<file path="src/rtl/dm_cache_ctrl.sv">
// Direct-mapped, write-through, write-allocate cache controller in front of a 1-cycle word RAM.
// Optional hit/miss statistics counters are enabled with `define CACHE_STATS_EN.
module dm_cache_ctrl #(
    parameter int WIDTH      = 32,
    parameter int ADDR_WIDTH = 4,
    parameter int INDEX_BITS = 2
) (
    input  logic                  clk,
    input  logic                  reset,
    input  logic                  cpu_req,
    input  logic                  cpu_we,
    input  logic [ADDR_WIDTH-1:0] cpu_addr,
    input  logic [WIDTH-1:0]      cpu_wdata,
    input  logic                  cpu_flush,
    output logic                  cpu_ready,
    output logic                  cpu_resp_valid,
    output logic [WIDTH-1:0]      cpu_rdata,
    output logic                  cpu_hit,
    output logic [WIDTH-1:0]      mem_data_in,
    output logic [ADDR_WIDTH-1:0] mem_addr,
    output logic                  mem_write_enable,
    output logic                  mem_read_enable,
    input  logic [WIDTH-1:0]      mem_data_out,
    input  logic                  mem_valid_out
`ifdef CACHE_STATS_EN
    ,
    output logic [15:0]           hit_count,
    output logic [15:0]           miss_count
`endif
);

    localparam int LINES = 1 << INDEX_BITS;
    localparam int TAG_W = ADDR_WIDTH - INDEX_BITS;

    typedef enum logic {
        IDLE,
        WAIT_MEM
    } state_t;

    state_t                r_state;
    logic [LINES-1:0]      r_valid;
    logic [TAG_W-1:0]      r_tag  [LINES];
    logic [WIDTH-1:0]      r_data [LINES];
    logic [ADDR_WIDTH-1:0] r_miss_addr;

    logic [INDEX_BITS-1:0] w_idx;
    logic [TAG_W-1:0]      w_tag;
    logic [INDEX_BITS-1:0] w_miss_idx;
    logic [TAG_W-1:0]      w_miss_tag;
    logic                  w_hit;
    logic                  w_accept;

    logic                  w_line_we;
    logic [INDEX_BITS-1:0] w_line_idx;
    logic [TAG_W-1:0]      w_line_tag;
    logic [WIDTH-1:0]      w_line_data;

    assign w_idx      = cpu_addr[INDEX_BITS-1:0];
    assign w_tag      = cpu_addr[ADDR_WIDTH-1:INDEX_BITS];
    assign w_miss_idx = r_miss_addr[INDEX_BITS-1:0];
    assign w_miss_tag = r_miss_addr[ADDR_WIDTH-1:INDEX_BITS];
    assign w_hit      = r_valid[w_idx] && (r_tag[w_idx] == w_tag);
    assign cpu_ready  = (r_state == IDLE);
    assign w_accept   = cpu_ready && !cpu_flush && cpu_req;

    // Tag/data arrays are written by either a CPU write or a refill; validity is tracked separately.
    always_comb begin
        w_line_we   = 1'b0;
        w_line_idx  = w_idx;
        w_line_tag  = w_tag;
        w_line_data = cpu_wdata;
        if (r_state == IDLE) begin
            w_line_we = w_accept && cpu_we;
        end else if (mem_valid_out) begin
            w_line_we   = 1'b1;
            w_line_idx  = w_miss_idx;
            w_line_tag  = w_miss_tag;
            w_line_data = mem_data_out;
        end
    end

    always_ff @(posedge clk) begin
        if (w_line_we) begin
            r_tag[w_line_idx]  <= w_line_tag;
            r_data[w_line_idx] <= w_line_data;
        end
    end

    always_ff @(posedge clk) begin
        if (reset) begin
            r_state          <= IDLE;
            r_valid          <= '0;
            r_miss_addr      <= '0;
            cpu_resp_valid   <= 1'b0;
            cpu_rdata        <= '0;
            cpu_hit          <= 1'b0;
            mem_data_in      <= '0;
            mem_addr         <= '0;
            mem_write_enable <= 1'b0;
            mem_read_enable  <= 1'b0;
        end else begin
            cpu_resp_valid   <= 1'b0;
            mem_write_enable <= 1'b0;
            mem_read_enable  <= 1'b0;
            case (r_state)
                IDLE: begin
                    if (cpu_flush) begin
                        r_valid <= '0;
                    end else if (cpu_req) begin
                        if (cpu_we) begin
                            r_valid[w_idx]   <= 1'b1;
                            mem_write_enable <= 1'b1;
                            mem_addr         <= cpu_addr;
                            mem_data_in      <= cpu_wdata;
                            cpu_resp_valid   <= 1'b1;
                            cpu_hit          <= w_hit;
                        end else if (w_hit) begin
                            cpu_resp_valid <= 1'b1;
                            cpu_hit        <= 1'b1;
                            cpu_rdata      <= r_data[w_idx];
                        end else begin
                            mem_read_enable <= 1'b1;
                            mem_addr        <= cpu_addr;
                            r_miss_addr     <= cpu_addr;
                            r_state         <= WAIT_MEM;
                        end
                    end
                end
                WAIT_MEM: begin
                    if (mem_valid_out) begin
                        r_valid[w_miss_idx] <= 1'b1;
                        cpu_resp_valid      <= 1'b1;
                        cpu_hit             <= 1'b0;
                        cpu_rdata           <= mem_data_out;
                        r_state             <= IDLE;
                    end
                end
                default: r_state <= IDLE;
            endcase
        end
    end

`ifdef CACHE_STATS_EN
    logic w_cnt_hit;
    logic w_cnt_miss;

    // Count in the same cycle the response pulse is being generated.
    always_comb begin
        w_cnt_hit  = 1'b0;
        w_cnt_miss = 1'b0;
        if (r_state == IDLE) begin
            if (w_accept && (cpu_we || w_hit)) begin
                w_cnt_hit  = w_hit;
                w_cnt_miss = !w_hit;
            end
        end else if (mem_valid_out) begin
            w_cnt_miss = 1'b1;
        end
    end

    always_ff @(posedge clk) begin
        if (reset || (cpu_ready && cpu_flush)) begin
            hit_count  <= '0;
            miss_count <= '0;
        end else begin
            if (w_cnt_hit && (hit_count != 16'hFFFF))
                hit_count <= hit_count + 16'd1;
            if (w_cnt_miss && (miss_count != 16'hFFFF))
                miss_count <= miss_count + 16'd1;
        end
    end
`endif

endmodule

</file>
<file path="config.mk">
export PLATFORM = sky130hd
export DESIGN_NAME = dm_cache_ctrl
export DESIGN_NICKNAME = d
export VERILOG_FILES = /design/src/rtl/dm_cache_ctrl.sv
export SDC_FILE = /design/constraint.sdc
export NUM_CORES = 1
export LEC_CHECK = 0
export ABC_CLOCK_PERIOD_IN_PS = 4700
export BUFFER_PORTS_ARGS = -buffer_cell sky130_fd_sc_hd__buf_2
export CAP_MARGIN = 10
export CORE_MARGIN = 2
export CORE_UTILIZATION = 56
export DETAILED_ROUTE_END_ITERATION = 16
export PLACE_DENSITY_LB_ADDON = 0.12
export SKIP_LAST_GASP = 1
export SYNTH_ARGS = -nofsm -noshare
export SYNTH_HDL_FRONTEND = slang
export SYNTH_SLANG_ARGS = --single-unit
</file>
<file path="constraint.sdc">
create_clock -name clk -period 4.7 [get_ports clk]
set_input_delay 0.235 -clock clk [delete_from_list [all_inputs] [get_ports clk]]
set_output_delay 0.235 -clock clk [all_outputs]
set_load 0.02 [all_outputs]
</file>
; ---- Word-level counts from Yosys, hierarchy flattened
; Memory sizes are Yosys's and may differ from the RTL's.
; Index checks and enable logic that the tools add are counted.
[word_totals]
register_bits = 81
ramBits = 136
output_inout_bits = 73
elab_cells = 95
n_memories = 2
[classes]
n_lt_le_gt_ge = 4
eq_ne = 10
n_mux = 47
bitwise = 7
reduce_logical = 15
[memory_table]
columns = memory, words, width, rd, rd_ports_with_merged_regs, write_ports, line_no
row1 = r_data, 4, 32, 1, 0, 1, 43  ; logic [WIDTH-1:0] r_data [LINES];
row2 = r_tag, 4, 2, 1, 0, 1, 42  ; logic [TAG_W-1:0] r_tag [LINES];
[op_table]
columns = op, count
row1 = $mux 32, 7
row2 = $pmux 32 s2, 1
row3 = $mux 4, 6
row4 = $mux 1, 22
row5 = $reduce_and 4->1, 3
row6 = $ne 2x2->1 const B, 5
row7 = $reduce_and 5->1, 2
row8 = $mux 2, 4
row9 = $or 4x4->4, 2
row10 = $pmux 4 s2, 1
row11 = $logic_and 1x1->1, 6
row12 = $lt 2x3->1 const B, 2
row13 = $ne 3x3->1 const B, 2
row14 = $pmux 1 s2, 3
row15 = $not 1->1, 5
row16 = $demux 1 s2, 2
row17 = $ge 2x1->1 const B, 2
row18 = $reduce_or 4->1, 1
row19 = $ne 3x2->1 const B, 1
row20 = $reduce_and 3->1, 1
row21 = $bmux 1 s2, 1
row22 = $eq 2x2->1, 1
row23 = $ne 2x1->1 const B, 1
row24 = $reduce_or 2->1, 1
row25 = $logic_not 1->1, 1

; ---- Longest topological paths before layout
; Gate-level depths: netlist of the first run.
[depth]
depth_word = 9
depth_mapped = 7
depth_no_buf = 5

; ---- Worst setup path after synthesis of the first run
; No wires, ideal clock.
[synth_path]
kind = register to register
startpoint = reg r_state
endpoint = mem r_data[1][0], enable pin
t_arrival_ns = 3.728
required_ns = 4.221
slack_ns = 0.493
stages_incl_launch_ff = 6
path_buffers = 1
period_less_slack_ns = 4.207
path_cell_list = dfxtp_1 -> nor2_1 -> and2_0 -> nand2_1 -> clkbuf_1 -> o32ai_1
[synth_between]
elab_chain_cells = 7
elab_cells_between_ends = 8
cone_classes = mux: 4 / bitwise: 1 / reduce/logical: 3
[synth_rtl]
columns = item, line_no
row1 = from (decl), 40  ; state_t r_state;
row2 = from (signal assigned), 91  ; r_state <= IDLE;
row3 = from (signal assigned), 125  ; r_state <= WAIT_MEM;
row4 = from (signal assigned), 135  ; r_state <= IDLE;
row5 = $not 1->1 (no source line), -
row6 = $logic_and 1x1->1 (2 in a row), 64  ; assign w_accept = cpu_ready && !cpu_flush && cpu_req;
row7 = $logic_and 1x1->1, 73  ; w_line_we = w_accept && cpu_we;
row8 = $mux 1, 72  ; if (r_state == IDLE) begin
row9 = $mux 1, 83  ; if (w_line_we) begin
row10 = $mux 1 (not written as such), 85  ; r_data[w_line_idx] <= w_line_data;
row11 = to (decl), 43
; Parallel ways exist; a longest one is shown, timed or not.

; ---- Worst setup path after layout of the first run
[layout_path]
startpoint = reg r_state
endpoint = mem r_data[0][2], enable pin
; Same word-level chain as after synthesis.

==> results.md, run 1 <==
- Status: finished, final reports clean
- RSZ-0062 raised after global routing: no
- Sw Pwr: 0.8995 mW
- Layout area overhead: 22.29%
- Setup violators final: 0
- Avg Synthesized Cell Area: 13.60 µm²
- Most frequent cells in the layout: buf_2, edfxtp_1, nand2_1
- IO Pins: 147
- Synthesized net count: 744
- Cell Area, Placed: 0.01004 mm²
- CTS Buf Count: 22
- CP Launch Type: register
- Seq pwr share: 47.7%
- Most frequent CP cell: nor2_1
- Max VDD drop: 0.2748 mV
- TritonCTS clock tree: yes
- Initial core utilization: 57.35%
- Critical path arrival: 3.16 ns
- Crit path largest cell delay: 0.95 ns
- Placed cells: 998
- Antenna violations before repair: 0
- Maximum root-to-sink buffer count: 3
- Top cells by area, synth: edfxtp_1, dfxtp_1, mux4_2
- Hold depth: 3
- Int Pwr: 3.479 mW
- Detailed Routing Iterations Pass 1: 4
- Pwr dens: 393.0 mW/mm²
- Worst r2r src: r_state
- Static leakage: 4.353 nW
- Largest net degree at the start of global routing: 68
- H-tree Lvls: 1
- Worst path slowest cell: dfxtp_2
- Buffers on Ports: 146
- Routability Congestion: 0.7474
- DRT iter0 DRCs: 357
- Total GRT Usage: 22.94%
- DRT antenna net count: 0
- Total Die Area: 0.01730 mm²
- Final net count: 907
- Synth Register Bits: 217
- Worst r2r dst: r_data[0][2]
- Placeable core area: 0.01589 mm²
- Worst Slack Setup Final: 1.654 ns
- Post-route cell area: 0.01114 mm²
- Cell chain of the critical path: nor2_1 > and2_0 > nand2_2 > buf_4 > nor2_1 > a22o_2
- Critical path class: reg -> reg
- Clock Skews: 0.007944 ns
- Number of global-route vias before repair: 6,128
- Routed vias/inst: 5.455
- Reg-to-reg setup timing slack: 1.65 ns
- Row Count: 46
- Die width: 131.5 µm
- Final Non-Filler Cells: 1,065
- Setup TNS: 0 ns
- HP Class: in -> reg
- Total power: 4.378 mW
- Post-place setup slack: 1.630 ns
- Synth cell types: 35
- Sw frac: 20.54%
- Grt total ovfl: 0
- Clock sink total: 217
- Minimum clock period: 3.046 ns
- Ant diodes: 0
- Hold EP: mem_data_in[23]
- First-pass GRT wire length: 31.80 mm
- Clk_lat worst skew: 0.49 ns
- Final Hold Viols: 0
- Die height: 131.5 µm
- Gate power share: 7.5%
- Leading area contributor after synthesis: edfxtp_1
- Fmax: 328.3 MHz
- Hold_sp: cpu_wdata[23]
- Final critical-path share of the clock period: 64.81%
- Final Slew Violations: 0
- CP delay by family, top: flip-flops
- Sequential area share after synthesis: 62.63%
- Yosys warning count: 0
- DPL Wire Length: 12.12 mm
- Post-Synthesis Cells: 670
- Setup crit end kind: register
- WP buf/inv: 1
- Clock slew seen by the registers of the worst setup and hold paths: 0.06 ns
- Total number of vias: 5,810
- Drt total wl: 19.58 mm
- Worst slew pin tran: 1.145 ns
- Reg2Reg Depth: 6
- Yosys top cell area share: 44.83%
- Share of post-route cells with drive strength above 1: 35.92%
- Post-synth EDFFs: 136
- Ys flop type: edfxtp_1
- Synth Cell Area: 0.009110 mm²
- Commonest non-fill, non-tap cell in the layout: buf_2
- Post-synth ARST share: 0%
- Crit Path Max Fanout: 42
- Clock share of power: 44.9%
- Critical Path RT: 4.82 ns
- Root buf cell: clkbuf_16
- Worst slew margin: 23.68%
- Max-Cap Viols: 0
- DRC: 0
- Routed wire per std cell: 18.39 µm
==> synth_stat cells (2+ instances only) <==
cell type / n
inv_1: 4
a211oi_1: 5
mux2i_1: 11
buf_6: 3
o21ai_0: 8
a22o_1: 2
mux2_2: 37
mux4_2: 33
buf_2: 5
a21o_1: 2
a21oi_1: 70
mux2_4: 30
xnor2_1: 2
nor2b_1: 35
edfxtp_1: 136
dfxtp_1: 81
nand2b_1: 13
buf_1: 4
nor2_1: 8
o32ai_1: 2
clkbuf_1: 31
nand2_1: 135
==> worst register-to-register path, cell delays in order, from the launching register on <==
cell and delay (ns):
dfxtp_2 0.95, nor2_1 0.17, and2_0 0.29, nand2_2 0.13, buf_4 0.43, nor2_1 0.13, a22o_2 0.56
==> area by class of cell <==
type / count / area, µm²
clock buffer: 28 / 624.3
clock inverter: 12 / 210.2
fill: 1121 / 4745
inverter: 5 / 18.77
multi-input combinational: 404 / 3232
sequential: 217 / 5707
tap: 216 / 270.3
timing repair buffer: 183 / 1079
==> through the flow <==
stage          hold slack (ns)  utilization [%]
2_1_floorplan           0.3710                -
3_3_place_gp            0.4373            63.18
3_5_place_dp            0.4442            63.18
4_1_cts              0.0005140            70.13
5_1_grt               0.006154            70.13
6_report               0.01203            70.13
==> logic make-up (layout without fill, tap and decap cells) <==
kind of cell	Yosys count	after routing	synth area share, %
XOR/XNOR	3	3	0.4945
AND/OR/NAND/NOR	195	195	9.449
multiplexers	111	111	18.88
flip-flops	217	217	62.63
buffers and inverters	49	228	2.376
AO/OA/AOI/OAI	95	95	6.167
==> repair_timing <==
action	4_1_cts	5_1_grt
gates resized for setup	0	0
setup buffers	0	0
hold buffers	27	0
hold endpoints to repair	27	0
==> state kept, by name, indices dropped and copies added, names as in the netlist <==
name	flops
r_tag	8
cpu_rdata	32
cpu_resp_valid	1
r_data	128
mem_addr	4
mem_write_enable	1
mem_data_in	32
r_state	1
mem_read_enable	1
r_valid	4
r_miss_addr	4
cpu_hit	1
==> how the worst max path moves through the flow <==
stage / startpoint / to / slack [ns] / depth (start not counted)
after CTS: r_state / r_data[0][28] / 1.60 / 6
after floorplan: r_state / r_data[1][0] / 0.49 / 5
final: r_state / r_data[0][2] / 1.65 / 6
after global routing: r_state / r_data[2][27] / 1.43 / 6
after detailed placement: r_state / r_data[0][6] / 1.63 / 6
after global placement: r_state / r_data[2][4] / 1.76 / 6
==> routing by layer <==
| layer | vias up | wire length [µm] | global-route usage [%] |
|---|---|---|---|
| met5 | - | 0 | 0 |
| met4 | 0 | 276 | 6.099 |
| met1 | 2861 | 8328 | 30.09 |
| met2 | 168 | 9981 | 40.17 |
| met3 | 23 | 998 | 3.395 |
| li1 | 2758 | - | - |
==> power groups by stage <==
stage	sequential, mW	clock (mW)	combinational, mW
after global placement	2.13	0	0.303
after floorplan	2.14	0	0.185
after global routing	2.09	2.08	0.355
after detailed placement	2.13	0	0.310
after CTS	2.09	1.99	0.329
final	2.09	1.96	0.326
(Power assumes the default switching activity.)
==> inputs of run 2 (changes only) <==
ABC_CLOCK_PERIOD_IN_PS = 2700   (was 4700)
CORE_UTILIZATION = 51   (was 56)
clock period = 2.7 ns   (was 4.7 ns; I/O delays follow)
==> results.md, run 2 (synthesis results as in run 1) <==
- Status: finished, final reports clean
- Reg2Reg Depth: 6 (unchanged)
- Static leakage: 4.437 nW (+1.9%)
- Buffers on Ports: 146 (unchanged)
- CTS Buf Count: 22 (unchanged)
- H-tree Lvls: 1 (unchanged)
- Worst r2r dst: r_data[2][30]
- CP Launch Point: r_state
- Worst slew pin tran: 0.5943 ns (-0.5506 ns)
- Final critical-path share of the clock period: 75.58% (+11 points)
- First-pass GRT wire length: 32.06 mm (+0.82%)
- Placeable core area: 0.01736 mm² (+9.3%)
- Die height: 137.7 µm (+4.6%)
- Routed vias/inst: 5.374 (-1.5%)
- Worst slew margin: 60.03% (+36 points)
- DRT antenna net count: 0 (unchanged)
- Crit Path Max Fanout: 23 (-45%)
- Post-layout util: 65.34% (-4.8 points)
- Hold depth: 2 (-1)
- Minimum clock period: 2.041 ns (-1.006 ns)
- Largest register FFs: 128 (unchanged)
- Routed wire per std cell: 18.66 µm (+1.5%)
- Max-Cap Viols: 0 (unchanged)
- Ant diodes: 0 (unchanged)
- Detailed Routing Iterations Pass 1: 5 (+1)
- DRT iter0 DRCs: 326 (-8.7%)
- Max VDD drop: 0.4273 mV (+56%)
- Setup crit end kind: register
- Setup TNS: 0 ns (unchanged)
- Post-place setup slack: 0.5562 ns (-1.073 ns)
- Commonest non-fill, non-tap cell in the layout: buf_2
- Reg-to-reg setup timing slack: 0.66 ns (-0.99 ns)
- CP Launch Type: register
- Initial core utilization: 52.49% (-4.9 points)
- Total GRT Usage: 22.14% (-0.80 points)
- Fmax: 490.0 MHz (+49%)
- TritonCTS clock tree: yes
- Critical path class: reg -> reg
- Clock slew seen by the registers of the worst setup and hold paths: 0.06 ns (about the same)
- Worst r2r src: r_state
- Final net count: 931 (+2.6%)
- Top flop regs: r_data x128, cpu_rdata x32, mem_data_in x32
- Antenna violations before repair: 1 (+1)
- Critical Path RT: 2.89 ns (-1.93 ns)
- RSZ-0062 raised after global routing: no
- Most flop-heavy register: r_data
- Worst Slack Setup Final: 0.6594 ns (-0.9944 ns)
- Critical path arrival: 2.23 ns (-0.93 ns)
- Grt total ovfl: 0 (unchanged)
- Row Count: 48 (+4.3%)
- Setup violators final: 0 (unchanged)
- Total Die Area: 0.01895 mm² (+9.5%)
- IO Pins: 147 (unchanged)
- Pwr dens: 651.5 mW/mm² (+66%)
- Maximum root-to-sink buffer count: 3 (unchanged)
- Final Hold Viols: 0 (unchanged)
- Die width: 137.7 µm (+4.6%)
- Share of post-route cells with drive strength above 1: 35.97% (+0.043 points)
- DPL Wire Length: 12.82 mm (+5.8%)
- Layout area overhead: 24.49%
- Clk_lat worst skew: 0.50 ns (about the same)
- CP endpoint: r_data[2][30]
- Number of global-route vias before repair: 6,120 (-0.13%)
- Clock sink total: 217 (unchanged)
- Largest net degree at the start of global routing: 50 (-26%)
- Total number of vias: 5,901 (+1.6%)
- Routability Congestion: 0.7816 (+4.6%)
- Final Slew Violations: 0 (unchanged)
- Root buf cell: clkbuf_16
- HP Class: in -> reg
- DRC: 0 (unchanged)
- Most frequent cells in the layout: buf_2, edfxtp_1, nand2_1
- Clock Skews: 0.008758 ns (+0.0008146 ns)
- Drt total wl: 20.49 mm (+4.6%)
==> run 2: cell count changes in the layout (fill, tap and decap cells not counted), sizes merged <==
cell         previous run  this run
dlygate4sd3            27        40
buf                   156       167
bufinv                  6         3
clkinvlp                0         2
inv                     4         6
clkbuf                 28        27
==> run 2: report_power, final <==
part / internal, mW / leakage [nW] / switching, mW
clock: 1.90 / 0.372 / 1.25
sequential: 3.60 / 1.89 / 0.0255
combinational: 0.272 / 2.18 / 0.335
==> run 2: critical path: stages (launching register included) <==
cell	delay, ns
dfxtp_2	0.32
nor2_1	0.15
and2_0	0.30
nand2_2	0.14
nor2_1	0.16
a22o_2	0.42
buf_12	0.24
==> run 2: how the worst min path moves through the flow <==
stage	start	end
after global routing	mem_data_out[11]	r_data[3][11]
after floorplan	cpu_wdata[0]	mem_data_in[0]
after global placement	cpu_wdata[11]	mem_data_in[11]
after detailed placement	cpu_wdata[12]	mem_data_in[12]
final	mem_data_out[11]	r_data[1][11]
after CTS	mem_data_out[10]	r_data[0][10]
==> run 2: layer usage <==
metal / track usage, % / wire length (µm) / vias to the layer above
met4: 6.014 / 352 / 2
li1: - / - / 2807
met3: 3.790 / 1144 / 29
met5: 0 / 13 / -
met2: 38.28 / 10340 / 166
met1: 28.97 / 8640 / 2897
==> run 2: timing repair <==
| action | in CTS | in global routing |
|---|---|---|
| hold endpoints to repair | 56 | 0 |
| setup buffers | 0 | 0 |
| hold buffers | 40 | 0 |
| resized for setup | 0 | 0 |
==> run 2: per-stage QoR <==
step | instances | power (mW) | hold slack [ns] | instance area, µm²
floorplan | 670 | 4.052 | 0.2710 | 9125
global placement | 1018 | 4.244 | 0.3889 | 10180
detailed placement | 1018 | 4.261 | 0.3914 | 10180
CTS | 1098 | 7.463 | 0.0005786 | 11340
global route | 1098 | 7.637 | 0.008318 | 11340
finish | 1098 | 7.389 | 0.01243 | 11340
==> run 2: area by class of cell <==
type | instances | area [µm²]
Clock buffer | 27 | 610.6
Sequential cell | 217 | 5707
Tap cell | 225 | 281.5
Fill cell | 1280 | 6016
Inverter | 5 | 18.77
Multi-Input combinational cell | 404 | 3232
Timing Repair Buffer | 207 | 1341
Clock inverter | 13 | 150.1
